[src/rtl/dtw_axis_ingest_if.sv]
// ---------------------------------------------------------------------------
// dtw_axis_ingest_if
// AXI4-Stream beat bundle carrying packed DTW samples from the PS DMA into
// the ingest front-end.
//
// Signals:
//   tuser   frame start marker on the beat
//   tvalid  beat valid
//   tready  beat accepted when tvalid & tready
//   tlast   frame end marker on the beat
//   tdata   DATA_WIDTH bits of packed samples, lane 0 in the LSBs
//
// Modports:
//   master  stream source (DMA side / testbench)
//   slave   stream sink (dtw_axis_ingest)
// ---------------------------------------------------------------------------
interface dtw_axis_ingest_if #(
    parameter int DATA_WIDTH = 32
);
    logic                  tuser;
    logic                  tvalid;
    logic                  tready;
    logic                  tlast;
    logic [DATA_WIDTH-1:0] tdata;

    modport master (output tuser, output tvalid, output tlast, output tdata, input tready);
    modport slave  (input tuser, input tvalid, input tlast, input tdata, output tready);
endinterface

[src/rtl/dtw_axis_ingest.sv]
// ---------------------------------------------------------------------------
// dtw_axis_ingest
// Sample ingest front-end for the DTW core. Each accepted AXIS beat carries
// SAMPLES_PER_WORD samples of SAMPLE_WIDTH bits. Beats are framed with tuser
// (start) and tlast (end), unpacked one lane per cycle into a show-ahead
// FIFO, and presented to the compute engine as a valid/ready sample stream
// with first/last flags and per-frame length reporting.
//
// Ports:
//   S_AXIS_clk, S_AXIS_rst  clock, asynchronous active-high reset
//   S_AXIS                  AXIS slave (tuser, tvalid, tready, tlast, tdata)
//   i_flush                 synchronous flush of unpacker, FIFO and frame state
//   o_sample/_first/_last   FIFO head sample and its frame flags
//   o_sample_valid          FIFO not empty
//   i_sample_ready          consumer pops the head when valid & ready
//   o_fifo_level            entries held in the FIFO
//   o_frame_done            one-cycle pulse when a frame closes
//   o_frame_len             sample count of the last closed frame (held)
//   o_truncated             with o_frame_done: frame closed by a new tuser
//
// Optional build macro DTW_INGEST_STATS_EN adds:
//   o_frames                wrapping count of closed frames (incl. truncated)
//   o_discard               wrapping count of beats discarded outside a frame
// ---------------------------------------------------------------------------
module dtw_axis_ingest #(
    parameter int AXIS_DATA_WIDTH  = 32,
    parameter int SAMPLE_WIDTH     = 16,
    parameter int SAMPLES_PER_WORD = 2,
    parameter int FIFO_DEPTH       = 16,
    parameter int LEN_WIDTH        = 16
) (
    input  logic                          S_AXIS_clk,
    input  logic                          S_AXIS_rst,
    dtw_axis_ingest_if.slave              S_AXIS,
    input  logic                          i_flush,
    output logic [SAMPLE_WIDTH-1:0]       o_sample,
    output logic                          o_sample_first,
    output logic                          o_sample_last,
    output logic                          o_sample_valid,
    input  logic                          i_sample_ready,
    output logic [$clog2(FIFO_DEPTH):0]   o_fifo_level,
    output logic                          o_frame_done,
    output logic [LEN_WIDTH-1:0]          o_frame_len,
    output logic                          o_truncated
`ifdef DTW_INGEST_STATS_EN
    ,
    output logic [31:0]                   o_frames,
    output logic [31:0]                   o_discard
`endif
);

    localparam int PTR_W  = $clog2(FIFO_DEPTH);
    localparam int LANE_W = (SAMPLES_PER_WORD > 1) ? $clog2(SAMPLES_PER_WORD) : 1;
    localparam logic [LANE_W-1:0] LAST_LANE = LANE_W'(SAMPLES_PER_WORD - 1);
    localparam logic [PTR_W:0]    FULL_LEVEL = (PTR_W + 1)'(FIFO_DEPTH);

    typedef enum logic {
        IDLE  = 1'b0,
        FRAME = 1'b1
    } state_t;

    state_t state_q, state_d;

    // Unpacker: one held beat plus the lane currently being written
    logic [SAMPLES_PER_WORD-1:0][SAMPLE_WIDTH-1:0] hold_data;
    logic                 hold_first, hold_last, unpack_full;
    logic [LANE_W-1:0]    lane;

    // FIFO storage is {first, last, sample}
    logic [SAMPLE_WIDTH+1:0] mem [FIFO_DEPTH];
    logic [PTR_W:0]          wr_ptr, rd_ptr, level;
    logic [SAMPLE_WIDTH+1:0] head;
    logic                    fifo_full, fifo_empty;

    logic wr_en, wr_last_lane, wr_first_flag, wr_last_flag, rd_en;
    logic accept, load, frame_open;
    logic close_trunc, close_last;
    logic [LEN_WIDTH-1:0] frame_cnt, cnt_inc;

    assign level       = wr_ptr - rd_ptr;
    assign fifo_full   = (level == FULL_LEVEL);
    assign fifo_empty  = (wr_ptr == rd_ptr);
    assign head        = mem[rd_ptr[PTR_W-1:0]];

    assign wr_en         = unpack_full && !fifo_full && !i_flush;
    assign wr_last_lane  = wr_en && (lane == LAST_LANE);
    assign wr_first_flag = hold_first && (lane == '0);
    assign wr_last_flag  = hold_last && (lane == LAST_LANE);
    assign rd_en         = !fifo_empty && i_sample_ready && !i_flush;

    // Ready is gated by reset so the source sees 0 throughout reset; the
    // last-lane term lets a new beat land as the held one drains.
    assign S_AXIS.tready = !S_AXIS_rst && !i_flush && (!unpack_full || wr_last_lane);
    assign accept        = S_AXIS.tvalid && S_AXIS.tready;

    assign close_trunc = wr_en && wr_first_flag && (frame_cnt != '0);
    assign close_last  = wr_en && wr_last_flag;
    assign cnt_inc     = (frame_cnt == '1) ? frame_cnt : frame_cnt + 1'b1;

    always_ff @(posedge S_AXIS_clk or posedge S_AXIS_rst) begin
        if (S_AXIS_rst) state_q <= IDLE;
        else            state_q <= state_d;
    end

    // A frame whose tlast beat is already held is closed from the acceptor's
    // point of view, so further non-tuser beats are discarded, not appended.
    always_comb begin
        state_d    = state_q;
        load       = 1'b0;
        frame_open = (state_q == FRAME) && !(unpack_full && hold_last);
        if (accept && (S_AXIS.tuser || frame_open)) load = 1'b1;
        case (state_q)
            IDLE:    if (load) state_d = FRAME;
            FRAME:   if (wr_last_lane && hold_last && !load) state_d = IDLE;
            default: state_d = IDLE;
        endcase
        if (i_flush) state_d = IDLE;
    end

    always_ff @(posedge S_AXIS_clk or posedge S_AXIS_rst) begin
        if (S_AXIS_rst) begin
            hold_data   <= '0;
            hold_first  <= 1'b0;
            hold_last   <= 1'b0;
            unpack_full <= 1'b0;
            lane        <= '0;
        end else if (i_flush) begin
            unpack_full <= 1'b0;
            lane        <= '0;
        end else if (load) begin
            hold_data   <= S_AXIS.tdata;
            hold_first  <= S_AXIS.tuser;
            hold_last   <= S_AXIS.tlast;
            unpack_full <= 1'b1;
            lane        <= '0;
        end else if (wr_en) begin
            if (wr_last_lane) unpack_full <= 1'b0;
            else              lane <= lane + 1'b1;
        end
    end

    always_ff @(posedge S_AXIS_clk or posedge S_AXIS_rst) begin
        if (S_AXIS_rst) begin
            wr_ptr <= '0;
            rd_ptr <= '0;
        end else if (i_flush) begin
            wr_ptr <= '0;
            rd_ptr <= '0;
        end else begin
            if (wr_en) wr_ptr <= wr_ptr + 1'b1;
            if (rd_en) rd_ptr <= rd_ptr + 1'b1;
        end
    end

    always_ff @(posedge S_AXIS_clk) begin
        if (wr_en) mem[wr_ptr[PTR_W-1:0]] <= {wr_first_flag, wr_last_flag, hold_data[lane]};
    end

    // A new frame start closes any open frame as truncated; its own lane 0
    // then counts as sample 1 of the new frame.
    always_ff @(posedge S_AXIS_clk or posedge S_AXIS_rst) begin
        if (S_AXIS_rst) begin
            frame_cnt    <= '0;
            o_frame_done <= 1'b0;
            o_frame_len  <= '0;
            o_truncated  <= 1'b0;
        end else begin
            o_frame_done <= 1'b0;
            o_truncated  <= 1'b0;
            if (i_flush) begin
                frame_cnt <= '0;
            end else if (close_trunc) begin
                o_frame_done <= 1'b1;
                o_truncated  <= 1'b1;
                o_frame_len  <= frame_cnt;
                frame_cnt    <= wr_last_flag ? '0 : LEN_WIDTH'(1);
            end else if (close_last) begin
                o_frame_done <= 1'b1;
                o_frame_len  <= cnt_inc;
                frame_cnt    <= '0;
            end else if (wr_en) begin
                frame_cnt <= cnt_inc;
            end
        end
    end

`ifdef DTW_INGEST_STATS_EN
    always_ff @(posedge S_AXIS_clk or posedge S_AXIS_rst) begin
        if (S_AXIS_rst) begin
            o_frames  <= '0;
            o_discard <= '0;
        end else if (i_flush) begin
            o_frames  <= '0;
            o_discard <= '0;
        end else begin
            if (close_trunc || close_last) o_frames <= o_frames + 1'b1;
            if (accept && !load)           o_discard <= o_discard + 1'b1;
        end
    end
`endif

    // Head outputs are masked while empty so the unreset RAM never shows
    assign o_sample       = fifo_empty ? '0 : head[SAMPLE_WIDTH-1:0];
    assign o_sample_first = !fifo_empty && head[SAMPLE_WIDTH+1];
    assign o_sample_last  = !fifo_empty && head[SAMPLE_WIDTH];
    assign o_sample_valid = !fifo_empty;
    assign o_fifo_level   = level;

endmodule

[src/flat_wrapper.sv]
// flat-port wrapper written by rule: the top's interface ports become plain ports
module dtw_axis_ingest_flat 
#(
    parameter int AXIS_DATA_WIDTH  = 32,
    parameter int SAMPLE_WIDTH     = 16,
    parameter int SAMPLES_PER_WORD = 2,
    parameter int FIFO_DEPTH       = 16,
    parameter int LEN_WIDTH        = 16
)
  (S_AXIS_clk, S_AXIS_rst, i_flush, o_sample, o_sample_first, o_sample_last, o_sample_valid, i_sample_ready, o_fifo_level, o_frame_done, o_frame_len, o_truncated, S_AXIS_tuser, S_AXIS_tvalid, S_AXIS_tlast, S_AXIS_tdata, S_AXIS_tready);
  dtw_axis_ingest_if #(.DATA_WIDTH((32))) S_AXIS_i ();
  input  logic S_AXIS_clk;
  input  logic S_AXIS_rst;
  input  logic i_flush;
  output logic [SAMPLE_WIDTH-1:0] o_sample;
  output logic o_sample_first;
  output logic o_sample_last;
  output logic o_sample_valid;
  input  logic i_sample_ready;
  output logic [$clog2(FIFO_DEPTH):0] o_fifo_level;
  output logic o_frame_done;
  output logic [LEN_WIDTH-1:0] o_frame_len;
  output logic o_truncated;
  input wire logic [$bits(S_AXIS_i.tuser)-1:0] S_AXIS_tuser;
  input wire logic [$bits(S_AXIS_i.tvalid)-1:0] S_AXIS_tvalid;
  input wire logic [$bits(S_AXIS_i.tlast)-1:0] S_AXIS_tlast;
  input wire logic [$bits(S_AXIS_i.tdata)-1:0] S_AXIS_tdata;
  output wire logic [$bits(S_AXIS_i.tready)-1:0] S_AXIS_tready;
  assign S_AXIS_i.tuser = S_AXIS_tuser;
  assign S_AXIS_i.tvalid = S_AXIS_tvalid;
  assign S_AXIS_i.tlast = S_AXIS_tlast;
  assign S_AXIS_i.tdata = S_AXIS_tdata;
  assign S_AXIS_tready = S_AXIS_i.tready;
  dtw_axis_ingest #(.AXIS_DATA_WIDTH(AXIS_DATA_WIDTH), .SAMPLE_WIDTH(SAMPLE_WIDTH), .SAMPLES_PER_WORD(SAMPLES_PER_WORD), .FIFO_DEPTH(FIFO_DEPTH), .LEN_WIDTH(LEN_WIDTH)) u_core (.S_AXIS_clk(S_AXIS_clk), .S_AXIS_rst(S_AXIS_rst), .S_AXIS(S_AXIS_i), .i_flush(i_flush), .o_sample(o_sample), .o_sample_first(o_sample_first), .o_sample_last(o_sample_last), .o_sample_valid(o_sample_valid), .i_sample_ready(i_sample_ready), .o_fifo_level(o_fifo_level), .o_frame_done(o_frame_done), .o_frame_len(o_frame_len), .o_truncated(o_truncated));
endmodule
[config.mk]
export PLATFORM = sky130hd
export DESIGN_NAME = dtw_axis_ingest_flat
export DESIGN_NICKNAME = d
export VERILOG_FILES = /design/src/rtl/dtw_axis_ingest_if.sv /design/src/rtl/dtw_axis_ingest.sv /design/src/flat_wrapper.sv
export SDC_FILE = /design/constraint.sdc
export NUM_CORES = 1
export LEC_CHECK = 0
export ABC_CLOCK_PERIOD_IN_PS = 5700
export BUFFER_PORTS_ARGS = -buffer_cell sky130_fd_sc_hd__buf_2
export CAP_MARGIN = 10
export CORE_AREA = 5 5 268 139
export CTS_CLUSTER_DIAMETER = 150
export CTS_CLUSTER_SIZE = 12
export DETAILED_ROUTE_END_ITERATION = 7
export DIE_AREA = 0 0 273 144
export GPL_ROUTABILITY_DRIVEN = 0
export PLACE_DENSITY = 0.67
export SLEW_MARGIN = 20
export SYNTH_ARGS = -nofsm -noshare
export SYNTH_HDL_FRONTEND = slang
export SYNTH_SLANG_ARGS = --single-unit
[constraint.sdc]
create_clock -name S_AXIS_clk -period 5.7 [get_ports S_AXIS_clk]
set_clock_uncertainty 0.15 [all_clocks]
set_input_delay 0.855 -clock S_AXIS_clk [delete_from_list [all_inputs] [get_ports S_AXIS_clk]]
set_output_delay 0.855 -clock S_AXIS_clk [all_outputs]
set_load 0.005 [all_outputs]
==> summary by stage, run 1 <==
STA
The number of failing hold endpoints at the final stage came to 0. Subtracting the final worst setup slack from the clock period gives 4.67 ns. Setup total negative slack on the finished layout was measured at 0 ns.

At the pin with the least slew margin, the transition time is 0.825 ns. Setup repair after global routing left no endpoint under its margin. The normalized max-slew margin is 0.450. The final period utilization is 0.819.

Setup violations remaining at the end of the flow were counted as 0. The fmax is 214 MHz. The number of max-slew violations in the final report is 0.

Clock network
The depth of the CTS H-tree is 2. The clock insertion delay at the later pin of the skew report is 0.53 ns. Clock-pin slew was measured on the worst setup and hold paths at 0.07 ns. The library cell used as clock root buffer is sky130_fd_sc_hd__clkbuf_16. The CTS tree is built. For this design, the CTS-stage hold fixing added 0 buffers.

The clock passes through at most 3 buffers. The count of buffers added by post-CTS timing repair for setup is 0. The number of buffers created by CTS is 36. The clock sink count is 369. The count of instances resized after the clock tree is built is 0.

Floorplanning
The initial core utilization is 0.440. During I/O placement, the number of pins put on the boundary was 82. The die footprint is 39,300 sq um. The core region is 35,000 sq um.

The vertical die dimension is 144 um. The floorplan has 49 rows. Measured along the x axis, the die boundary spans 273 um.

Place
After detailed placement, the design holds a cell count of 1,399. The number of I/O port buffers is 81. The placed standard-cell area is 16,400 sq um. The HPWL after detailed placement is 22,200 um.

Synthesis
The share of synthesized area occupied by flip-flops and latches is 0.693. In this run, distinct cell masters in the synthesized netlist total 67. Yosys attributes the largest share of cell area to sky130_fd_sc_hd__edfxtp_1 56%, sky130_fd_sc_hd__dfrtp_1 13%, sky130_fd_sc_hd__mux4_2 13%. The fraction of synthesis flops using an asynchronous set or reset pin is 0.220. The post-synthesis net count is 908. In this run, synthesis inferred 288 flip-flops with an integrated enable. Among all flip-flop cells after synthesis, the most frequent one is sky130_fd_sc_hd__edfxtp_1.

The gate count after technology mapping is 857. The proportion of netlist area held by the largest area contributor is 0.561. During synthesis, Yosys emitted a total of 0 warnings.

The post-synthesis instance area is 15,400 sq um. The number of storage elements in the synthesis netlist is 369. The biggest area contributor in the post-synthesis netlist is sky130_fd_sc_hd__edfxtp_1. After synthesis, the mean cell area works out to 18.0 sq um.

Job
Max-cap violations in this run came to 0.

Layout
In the layout the commonest cells are 288 x sky130_fd_sc_hd__edfxtp_1, 90 x sky130_fd_sc_hd__mux4_2, 81 x sky130_fd_sc_hd__buf_2. The count of cells in the finished layout, fillers not included, comes to 1,464. The antenna cell count is 0. In the final design database the tool counted 1,005 nets. In the final layout, the share of cells above drive strength 1 is 0.288. The utilization after layout is 0.500. The leading cell type in the layout, fill and taps excluded is sky130_fd_sc_hd__edfxtp_1. The area growth from synthesis to layout is 13.5%. The finished cells cover 17,500 sq um. Fill cells in the final layout number 2,847.

Setup path
By instance count, the cell type seen most on the critical path is sky130_fd_sc_hd__mux4_2. The data arrival time of the critical path is 3.66 ns. The type of element capturing the critical path is an output pin. Data on the critical path is required at its endpoint by 4.70 ns.

The slowest cell on the critical path is sky130_fd_sc_hd__dfrtp_4. The top fanout value on the critical path is 40. The cell family contributing the most delay on the critical path is multiplexers. STA classifies the critical path startpoint as a register. The setup path with the least slack is of type reg -> out. The total buffers and inverters traversed by the critical path is 2. For this run, the slowest stage of the critical path takes 0.89 ns.

Walking the worst path, the cells encountered are buf_4 > mux4_2 > mux4_2 > nor2b_1 > buf_2.

Power
The share of total power dissipated in the clock network is 0.372. IR analysis of the VDD net gives a maximum drop of 0.191 mV. The power density normalized to cell area is 337 nW/um^2.

The power share of the combinational group is 0.086. Cell internal power was estimated by the tool at 4540 uW. The static leakage power is 0.00606 uW. The overall power is 5890 uW. Summed over all nets, the switching power comes to 1350 uW.

The net switching share of the total power is 0.229. The sequential power share is 0.541.

Global route
Global routing finished with a remaining overflow of 0. For this run, the total global-route usage over all layers was measured as 0.186. The global-route wire length before repair is 54,500 um. The number of antenna violations at the first check in global routing is 1. The via count of the first global-routing pass came to 8,325. The pin count of the biggest net entering global routing is 77.

Detailed routing
In this run, the number of DRC markers left after iteration 0 of detailed routing was 1,105. The via-per-instance ratio is 5.84. The final layout contains routed wiring with a total length of 36,600 um.

Once detail routing completed, the nets flagged for antenna violations numbered 0. In the routed design, unresolved DRC markers number 0. For this run, the detailed router's first-pass iteration total came to 5. In the final routed layout, each cell accounts on average for 25.0 um. The total number of vias is 8,552.

Outcome
The run finished with clean final reports.

Hold path
The kind of path behind the tightest hold check is in -> async.
## power groups by stage
stage          clock network [uW]  registers (uW)  logic, uW
2_1_floorplan                   0            3210        349
3_3_place_gp                    0            3250        501
3_5_place_dp                    0            3250        516
4_1_cts                      2240            3190        516
5_1_grt                      2360            3200        563
6_report                     2190            3190        509
## state kept, by name, summed over array words and instances, names as in the netlist
name                 cells
u_core.state_q           1
u_core.hold_first        1
u_core.o_frame_done      1
u_core.hold_last         1
u_core.mem             288
u_core.unpack_full       1
u_core.o_truncated       1
u_core.frame_cnt        16
u_core.lane              1
u_core.hold_data        32
u_core.o_frame_len      16
u_core.wr_ptr            5
u_core.rd_ptr            5
## synthesized netlist by cell type, types with 16 or more instances
library cell	count
sky130_fd_sc_hd__a21oi_1	29
sky130_fd_sc_hd__mux4_2	90
sky130_fd_sc_hd__edfxtp_1	288
sky130_fd_sc_hd__dfrtp_1	81
sky130_fd_sc_hd__mux2_2	24
sky130_fd_sc_hd__o21ai_0	17
sky130_fd_sc_hd__clkbuf_1	31
sky130_fd_sc_hd__nor2b_1	22
sky130_fd_sc_hd__nor2_1	27
sky130_fd_sc_hd__a31oi_1	16
sky130_fd_sc_hd__nand2_1	18
sky130_fd_sc_hd__mux2_1	29
sky130_fd_sc_hd__inv_1	18
## area by class of cell
type	instances	area (sq um)	area share
clock buffers	61	1020	0.0581
clock inverters	3	22.5	0.00129
inverters	19	72.6	0.00415
multi-input cells	419	4460	0.255
flip-flops and latches	369	10700	0.611
well taps	484	606	0.0346
repair buffers	109	636	0.0363
## cell families after synthesis
| family | synth area share |
|---|---|
| flops | 0.693 |
| mux | 0.171 |
| simple gates | 0.0512 |
| compound gates | 0.0492 |
| buf+inv | 0.0202 |
| fa+ha+maj | 0.0102 |
| xor+xnor | 0.00568 |
## worst register-to-register path, cell delays in order, from the launching register on
cell,delay [ns]
sky130_fd_sc_hd__dfrtp_4,0.74
sky130_fd_sc_hd__ha_1,0.35
sky130_fd_sc_hd__fa_1,0.39
sky130_fd_sc_hd__nand2b_1,0.16
sky130_fd_sc_hd__a21oi_1,0.15
sky130_fd_sc_hd__xor2_1,0.40
sky130_fd_sc_hd__inv_2,0.17
sky130_fd_sc_hd__a21o_1,0.32
sky130_fd_sc_hd__nor2_1,0.23
sky130_fd_sc_hd__and3_1,0.43
sky130_fd_sc_hd__buf_4,0.32
## worst paths after layout
check,startpoint,endpoint,slack (ns),cells past startpoint
setup / recovery,u_core.rd_ptr[0],o_sample[11],1.03,5
hold / removal,S_AXIS_rst,u_core.frame_cnt[12],0.31,2
setup reg to reg,u_core.rd_ptr[0],u_core.mem[11][0],1.55,10
hold reg to reg,u_core.hold_data[5],u_core.hold_data[5],0.33,1
max in group asynchronous,S_AXIS_rst,u_core.rd_ptr[1],3.97,3
min in group S_AXIS_clk,u_core.hold_data[5],u_core.hold_data[5],0.33,1
## stage by stage
stage | hold WS [ns] | setup WS [ns]
6_report | 0.306 | 1.03
5_1_grt | 0.349 | 0.745
4_1_cts | 0.311 | 0.896
3_5_place_dp | 0.322 | 1.48
3_3_place_gp | 0.315 | 1.51
2_1_floorplan | 0.302 | 0.800
## per-layer routing
layer,up-vias,wire (um),GRT usage
li1,3643,-,-
met1,4453,17300,0.298
met2,410,15600,0.264
met3,46,3250,0.0453
met4,0,502,0.0331
met5,-,0,0
(Power assumes the default switching activity.)
==> run 2: changes to the inputs <==
--- a/config.mk
+++ b/config.mk
@@ -5,14 +5,15 @@
 export SDC_FILE = /design/constraint.sdc
 export NUM_CORES = 1
 export LEC_CHECK = 0
-export ABC_CLOCK_PERIOD_IN_PS = 5700
+export ABC_AREA = 1
+export ABC_CLOCK_PERIOD_IN_PS = 4500
 export BUFFER_PORTS_ARGS = -buffer_cell sky130_fd_sc_hd__buf_2
 export CAP_MARGIN = 10
-export CORE_AREA = 5 5 268 139
+export CORE_AREA = 5 5 270 140
 export CTS_CLUSTER_DIAMETER = 150
 export CTS_CLUSTER_SIZE = 12
 export DETAILED_ROUTE_END_ITERATION = 7
-export DIE_AREA = 0 0 273 144
+export DIE_AREA = 0 0 275 145
 export GPL_ROUTABILITY_DRIVEN = 0
 export PLACE_DENSITY = 0.67
 export SLEW_MARGIN = 20
==> constraint.sdc (replaced) <==
create_clock -name S_AXIS_clk -period 4.5 [get_ports S_AXIS_clk]
set_clock_uncertainty 0.15 [all_clocks]
set_input_delay 0.675 -clock S_AXIS_clk [delete_from_list [all_inputs] [get_ports S_AXIS_clk]]
set_output_delay 0.675 -clock S_AXIS_clk [all_outputs]
set_load 0.005 [all_outputs]
==> run 2 against run 1 <==
Die area up 1.4%. Count of clock-buffer cells in the layout is 8 lower. Setup slack got worse by 0.78 ns. Routed wire length up 19%. Total power is 35% higher. First-iteration DRC count rose by 34%. Cell area up 1.3%. Sequential power grew 24%. Sequential share of layout area shrank 0.77 points. Synthesized area increased by 1.5%. Non-clock buffer count increased by 14. Largest cell class unchanged.
==> summary by stage, run 2 <==
STA
The clock period minus final worst setup slack is 4.25 ns. Setup repair after global routing left no endpoint under its margin. The number of max-slew violations in the final report is 0 (unchanged). The count of endpoints failing setup in the final report came to 0 (unchanged).

The setup TNS after final layout is 0 ns (unchanged). The normalized max-slew margin is 0.289 (-0.161). The fmax is 236 MHz. The measured slew at the worst slew-check pin is 1.07 ns (+0.241 ns). The final period utilization is 0.944. The number of failing hold endpoints at the final stage is 0 (unchanged).

Detailed routing
The via-per-instance ratio was 5.79 (-0.82%). The wire length the detailed router placed on met1 came to 20,600 um (+19%). The remaining antenna violation count is 0 (unchanged). The total number of vias is 11,600 (+35%). The highest metal layer with signal wires is met4. The amount of wire on met2 after detailed routing is 17,500 um (+12%). The number of violations reported at the end of detailed-routing iteration 0 is 1,485 (+34%). The wire length per cell is 21.9 um (-12%). The detailed-routed wire length on met3 was 5100 um (+57%). The number of DRC violations after detailed routing was 0 (unchanged). The total iterations of the first detailed-routing run came to 5 (unchanged).

The final routed wirelength across all metal layers is 43,700 um (+19%).

Synthesis
The number of storage elements in the synthesis netlist is 369 (unchanged). The multiplexer fraction of the synthesized cell area is 0 (-0.171). The number of different library cells in the post-synthesis netlist is 36 (-46%). The post-synthesis net count came to 1,463 (+61%). The average cell area after synthesis was 11.1 sq um (-38%). The count of flip-flops with a built-in enable after synthesis was 288 (unchanged). The post-synthesis instance area is 15,600 sq um (+1.5%). After synthesis, the largest family of logic cells by area is simple AND/OR/NAND/NOR gates.

The compound-cell area share of the yosys netlist is 0.105 (+0.0554). After synthesis, the cell types taking the most area are sky130_fd_sc_hd__edfxtp_1 55%, sky130_fd_sc_hd__dfrtp_1 13%, sky130_fd_sc_hd__nand2_1 6.5%. The most used flip-flop cell after synthesis is sky130_fd_sc_hd__edfxtp_1. The adder and majority gate portion of the synthesized area is 0.0101 (-0.000150). The dominant cell by count in the synthesized netlist is sky130_fd_sc_hd__edfxtp_1. The largest total area in the synthesized netlist belongs to sky130_fd_sc_hd__edfxtp_1. The xor and xnor area share after synthesis is 0.00504 (-0.000643).

The commonest cells after synthesis are 288 x sky130_fd_sc_hd__edfxtp_1, 271 x sky130_fd_sc_hd__nand2_1, 195 x sky130_fd_sc_hd__nor2_1. The Yosys warning count is 0 (unchanged). The share of synthesized area occupied by flip-flops and latches is 0.682 (-0.0101). The proportion of netlist area held by the largest area contributor is 0.553 (-0.00821).

The share of synthesized cell area in and, or, nand and nor gates is 0.162 (+0.111). The gate count after technology mapping came to 1,412 (+65%). The fraction of synthesis flops using an asynchronous set or reset pin is 0.220 (unchanged).

Place
The number of I/O port buffers is 81 (unchanged). The HPWL after detailed placement was 27,500 um (+24%). The placed standard-cell area is 16,700 sq um (+1.6%).

Clock network
The count of instances resized after the clock tree is built is 0 (unchanged). The clock sink count is 369 (unchanged). The depth of the CTS H-tree is 2 (unchanged). The maximum buffer depth of the clock tree is 3 (unchanged).

The CTS clock-pin slew for the worst setup and hold paths is 0.07 ns (about the same). In this run the clock root is driven by a sky130_fd_sc_hd__clkbuf_16. The clock insertion delay at the later pin of the skew report is 0.55 ns (+0.02 ns). TritonCTS built the clock tree. The number of buffers added to fix hold violations after cts is 0 (unchanged). The number of buffers created by CTS is 36 (unchanged). The count of buffers added by post-CTS timing repair for setup is 0 (unchanged).

Setup path
The register-to-register setup slack was 0.75 ns (-0.80 ns). Tracing the worst setup path back leads to its startpoint at u_core.rd_ptr[0]. The top fanout value on the critical path is 59 (+48%). By instance count, the cell type seen most on the critical path is sky130_fd_sc_hd__buf_4. The worst stage delay on the critical path is 0.69 ns (-0.20 ns). The required time of the critical path is 3.67 ns (-1.03 ns). The data arrival time of the critical path was 3.42 ns (-0.24 ns). The worst setup path is launched from a register. The signal on the critical path passes through buf_4 > buf_4 > o21ai_0 > o221ai_1 > nand3_1 > a31oi_1 > buf_2. The worst setup path is captured at an output pin. The slowest cell on the critical path is sky130_fd_sc_hd__dfrtp_4. The total buffers and inverters traversed by the critical path is 3 (+1). The cell family contributing the most delay on the critical path is buffers and inverters.

The critical path in this run is classified as reg -> out. The reg-to-reg startpoint is u_core.rd_ptr[0].

Layout
The share of post-route cells with drive strength above 1 is 0.134 (-0.154). The area growth from synthesis to layout is 13.2%. In the layout the commonest cells are 288 x sky130_fd_sc_hd__edfxtp_1, 271 x sky130_fd_sc_hd__nand2_1, 177 x sky130_fd_sc_hd__nor2_1. The antenna cell count is 0 (unchanged).

The register cell area after layout is 10,700 sq um (about the same). The finished layout cell area is 17,700 sq um (+1.3%). The library cell used most frequently in the layout, excluding fill and tap cells, is sky130_fd_sc_hd__edfxtp_1. The area occupied by multi-input gates is 4450 sq um (-0.25%). The total number of nets in the final design is 1,543 (+54%). The filler cell count was 3,107 (+9.1%). The number of flip-flops in the largest register was 288 (unchanged).

Floorplanning
The initial core utilization is 0.444 (+0.00343). The vertical die dimension was 145 um (+0.69%). The die footprint is 39,900 sq um (+1.4%). The core footprint is 35,300 sq um (+0.70%). The chip width was 275 um (+0.73%). The total I/O pin count is 82 (unchanged). The standard-cell row count came to 49 (unchanged).

Power
The static leakage power is 0.00679 uW (+12%). The largest vdd supply drop is 0.358 mV (+88%). The power density normalized to cell area is 450 nW/um^2 (+34%).

Global route
The via count of the first global-routing pass is 11,000 (+32%). The total track usage is 0.216 (+0.0300). The pin count of the biggest net entering global routing is 87 (+13%). The global-route congestion overflow total came to 0 (unchanged). The global-route wire length before repair is 66,900 um (+23%). The number of antenna violations at the first check in global routing is 0 (-1).

Hold path
The kind of path behind the tightest hold check is in -> async.

Outcome
The run finished with clean final reports.

Job
The number of max-cap violations is 0 (unchanged).
-- run 2: cell count changes in the layout (fill, tap and decap cells not counted), sizes merged, moves of 11 or more --
cell,before,now
and3,13,0
a21oi,29,10
nand2,18,277
nor2b,22,0
inv,20,51
nor2,27,196
o221ai,0,30
mux2,53,0
nand3,14,113
o21ai,21,161
o22ai,1,48
buf,109,123
or3,11,0
mux4,90,0
-- run 2: worst paths after layout --
| check | to | depth (start not counted) |
|---|---|---|
| setup / recovery | o_sample[14] | 7 |
| hold / removal | u_core.o_frame_len[1] | 2 |
| setup reg to reg | u_core.mem[10][5] | 12 |
| hold reg to reg | u_core.hold_data[31] | 2 |
| max in group asynchronous | u_core.hold_data[2] | 3 |
| min in group S_AXIS_clk | u_core.hold_data[28] | 3 |
-- run 2: layer usage --
layer  up-vias  global-route usage
met3        46              0.0662
met4         0              0.0331
li1       5192                   -
met2       601               0.288
met1      5719               0.353
met5         -                   0
-- run 2: layout make-up --
| cell class | count | area share |
|---|---|---|
| tap | 484 | 0.0342 |
| clock buffer | 53 | 0.0545 |
| inverter | 54 | 0.0117 |
| sequential | 369 | 0.603 |
| timing repair buffer | 123 | 0.0428 |
| clock inverter | 4 | 0.00283 |
| multi-input combinational | 908 | 0.251 |
-- run 2: report_power, final --
group          total, uW  switching (uW)  internal, uW
Clock               2780            1280          1490
Sequential          3970            64.9          3900
Combinational       1220             884           338
Total               7970            2230          5740
-- run 2: kinds of logic (layout without fill, tap and decap cells) --
logic type | count (synthesis) | count (layout)
XOR/XNOR | 9 | 9
adder cells (fa/ha/maj) | 12 | 12
AO/OA/AOI/OAI | 279 | 279
buffers and inverters | 135 | 234
flip-flops | 369 | 369
AND/OR/NAND/NOR | 608 | 608
-- run 2: metrics by stage --
stage	util	power, uW	hold WS, ns	std cells	setup slack (ns)
after floorplan	-	4770	0.299	1412	1.01
after global placement	0.474	5220	0.311	1938	0.968
after detailed placement	0.474	5250	0.315	1938	0.926
after CTS	0.502	7990	0.176	1995	0.296
after global routing	0.502	8320	0.219	1995	0.0416
final	0.502	7970	0.143	1995	0.254
==> run 3: changes to the inputs <==
--- a/config.mk
+++ b/config.mk
@@ -9,14 +9,14 @@
 export ABC_CLOCK_PERIOD_IN_PS = 4500
 export BUFFER_PORTS_ARGS = -buffer_cell sky130_fd_sc_hd__buf_2
 export CAP_MARGIN = 10
-export CORE_AREA = 5 5 270 140
+export CORE_AREA = 2 2 267 137
 export CTS_CLUSTER_DIAMETER = 150
 export CTS_CLUSTER_SIZE = 12
 export DETAILED_ROUTE_END_ITERATION = 7
-export DIE_AREA = 0 0 275 145
+export DIE_AREA = 0 0 269 139
 export GPL_ROUTABILITY_DRIVEN = 0
 export PLACE_DENSITY = 0.67
-export SLEW_MARGIN = 20
 export SYNTH_ARGS = -nofsm -noshare
 export SYNTH_HDL_FRONTEND = slang
 export SYNTH_SLANG_ARGS = --single-unit
+export TNS_END_PERCENT = 30
==> run 3 against run 2 <==
Routed wire length shrank 4.2%. Highest routed layer unchanged. Critical path type unchanged. Largest power group unchanged. Core utilization fell by 0.057 points. Flip-flop and latch count unchanged. Global-route usage up 0.82 points. Combinational power about the same.
==> summary by stage, run 3 (synthesis gave the netlist of run 2 again) <==
Setup path
STA classifies the critical path startpoint as a register. The type of the setup path with the least slack is reg -> out. The top fanout value on the critical path is 18 (-69%).

The required time of the critical path came to 3.67 ns (about the same). The data arrival time of the critical path was 3.27 ns (-0.15 ns). STA classifies the critical path endpoint as an output pin.

Detailed routing
The remaining antenna violation count is 0 (unchanged). The final routed wirelength across all metal layers is 41,900 um (-4.2%). The wire length per cell came to 21.1 um (-3.7%). The total iterations of the first detailed-routing run came to 5 (unchanged). The number of DRC violations after detailed routing is 0 (unchanged). The number of violations reported at the end of detailed-routing iteration 0 was 1,594 (+7.3%). The total number of vias is 11,500 (-0.41%). The via-per-instance ratio is 5.80 (about the same).

Floorplanning
The vertical die dimension came to 139 um (-4.1%). The die footprint is 37,400 sq um (-6.2%). The chip width is 269 um (-2.2%). The total I/O pin count is 82 (unchanged).

The standard-cell row count is 49 (unchanged). The initial core utilization is 0.444 (unchanged). The core footprint is 35,300 sq um (unchanged).

Global route
The met1 capacity usage during global routing is 0.377 (+0.0241). The fraction of met3 tracks used by global routing came to 0.0522 (-0.0140). The via count of the first global-routing pass was 10,600 (-3.6%).

The global-route wire length before repair is 64,000 um (-4.4%). The number of antenna violations at the first check in global routing is 0 (unchanged). The pin count of the biggest net entering global routing is 148 (+70%). The global routing stage identified its most utilized layer as met1. The met2 track demand over resource is 0.293 (+0.00563).

The total track usage is 0.225 (+0.00817). The global-route congestion overflow total was 0 (unchanged).

Place
The HPWL after detailed placement is 26,500 um (-3.5%). The number of I/O port buffers is 81 (unchanged).

Layout
The total number of nets in the final design was 1,539 (-0.26%). The share of post-route cells with drive strength above 1 is 0.132 (-0.00169). In the layout the commonest cells are 288 x sky130_fd_sc_hd__edfxtp_1, 271 x sky130_fd_sc_hd__nand2_1, 177 x sky130_fd_sc_hd__nor2_1. The filler cell count is 3,060 (-1.5%). The area growth from synthesis to layout is 13.1%. The number of flip-flops in the largest register is 288 (unchanged). The leading cell type in the layout, fill and taps excluded is sky130_fd_sc_hd__edfxtp_1.

Clock network
The depth of the CTS H-tree is 2 (unchanged). The count of buffers added by post-CTS timing repair for setup is 0 (unchanged). The clock insertion delay at the later pin of the skew report is 0.52 ns (-0.03 ns). TritonCTS built the clock tree.

The cell sitting at the root of the clock tree is a sky130_fd_sc_hd__clkbuf_16. The maximum buffer depth of the clock tree was 3 (unchanged). The count of instances resized after the clock tree is built was 0 (unchanged). The number of buffers created by CTS came to 36 (unchanged). The number of buffers added to fix hold violations after cts was 0 (unchanged).

The CTS clock-pin slew for the worst setup and hold paths is 0.06 ns (about the same). The clock sink count was 369 (unchanged).

Power
The sequential power share is 0.497 (about the same). The net switching share of the total power came to 0.275 (-0.00509). The cell internal power dissipation is 5770 uW (+0.56%). The largest vdd supply drop is 0.259 mV (-27%). The static leakage power came to 0.00677 uW (-0.21%).

The power share of the combinational group came to 0.156 (+0.003). The switching power is 2190 uW (-2.0%). The part of the power in the clock network is 0.347 (about the same).

The power density normalized to cell area is 450 nW/um^2 (about the same).

STA
The final period utilization is 0.910 (-0.0336). The measured slew at the worst slew-check pin is 1.02 ns (-0.0417 ns). The normalized max-slew margin is 0.317 (+0.0278). The setup TNS after final layout was 0 ns (unchanged).

The number of max-slew violations in the final report is 0 (unchanged). The count of endpoints failing setup in the final report is 0 (unchanged). The fmax is 244 MHz (+3.7%). The final hold slack is 0.227 ns (+0.0850 ns).

The clock period minus final worst setup slack is 4.09 ns (-0.151 ns). The number of failing hold endpoints at the final stage is 0 (unchanged). Setup repair after global routing left no endpoint under its margin.

Hold path
The kind of path behind the tightest hold check is in -> reg.

Job
The number of max-cap violations is 0 (unchanged).

Outcome
The run finished with clean final reports.
run 3: final timing paths:
kind	slack, ns	from	endpoint	cells after the start
max reg2reg	1.15	u_core.wr_ptr[0]	u_core.mem[4][0]	13
max	0.41	u_core.rd_ptr[2]	o_sample_first	9
max in group asynchronous	3.04	S_AXIS_rst	u_core.hold_data[1]	3
min in group asynchronous	0.24	S_AXIS_rst	u_core.frame_cnt[4]	2
min reg2reg	0.33	u_core.hold_data[28]	u_core.hold_data[28]	2
min	0.23	S_AXIS_tdata[26]	u_core.hold_data[26]	3
run 3: layout make-up:
type / instances / area, sq um / area share
clock buffer: 48 / 988 / 0.0559
timing repair buffer: 119 / 741 / 0.0419
inverter: 54 / 206 / 0.0117
multi-input combinational: 908 / 4450 / 0.251
antenna: 1 / 2.50 / 0.000141
tap: 484 / 606 / 0.0342
sequential: 369 / 10700 / 0.604
clock inverter: 2 / 21.3 / 0.00120
run 3: worst max-delay path, cell delays in order (launching register included):
cell and delay [ns]:
sky130_fd_sc_hd__dfrtp_1 0.38, sky130_fd_sc_hd__clkinv_1 0.05, sky130_fd_sc_hd__buf_4 0.29, sky130_fd_sc_hd__ha_1 0.37, sky130_fd_sc_hd__nand2_1 0.10, sky130_fd_sc_hd__nor3_1 0.04
sky130_fd_sc_hd__nand2_1 0.12, sky130_fd_sc_hd__clkinv_1 0.59, sky130_fd_sc_hd__a31oi_1 0.59, sky130_fd_sc_hd__buf_2 0.19
run 3: per-stage QoR:
stage / util / setup WS (ns) / cells / instance area, sq um / total power, uW
2_1_floorplan: - / 1.01 / 1412 / 15600 / 4770
3_3_place_gp: 0.473 / 1.08 / 1934 / 16700 / 5230
3_5_place_dp: 0.473 / 1.04 / 1934 / 16700 / 5250
4_1_cts: 0.502 / 0.492 / 1984 / 17700 / 7980
5_1_grt: 0.502 / 0.314 / 1984 / 17700 / 8270
6_report: 0.502 / 0.405 / 1985 / 17700 / 7960
run 3: metal layers:
| metal | vias up | share of wire |
|---|---|---|
| met3 | 40 | 0.11 |
| met2 | 593 | 0.40 |
| met5 | - | 0 |
| li1 | 5164 | - |
| met1 | 5714 | 0.48 |
| met4 | 0 | 0.011 |
run 3: power by group through the flow:
stage               combinational, uW  sequential, uW  clock (uW)
global placement                 1210            4020           0
CTS                              1240            3950        2790
global route                     1380            3960        2930
detailed placement               1230            4020           0
floorplan                         773            4000           0
finish                           1240            3950        2760
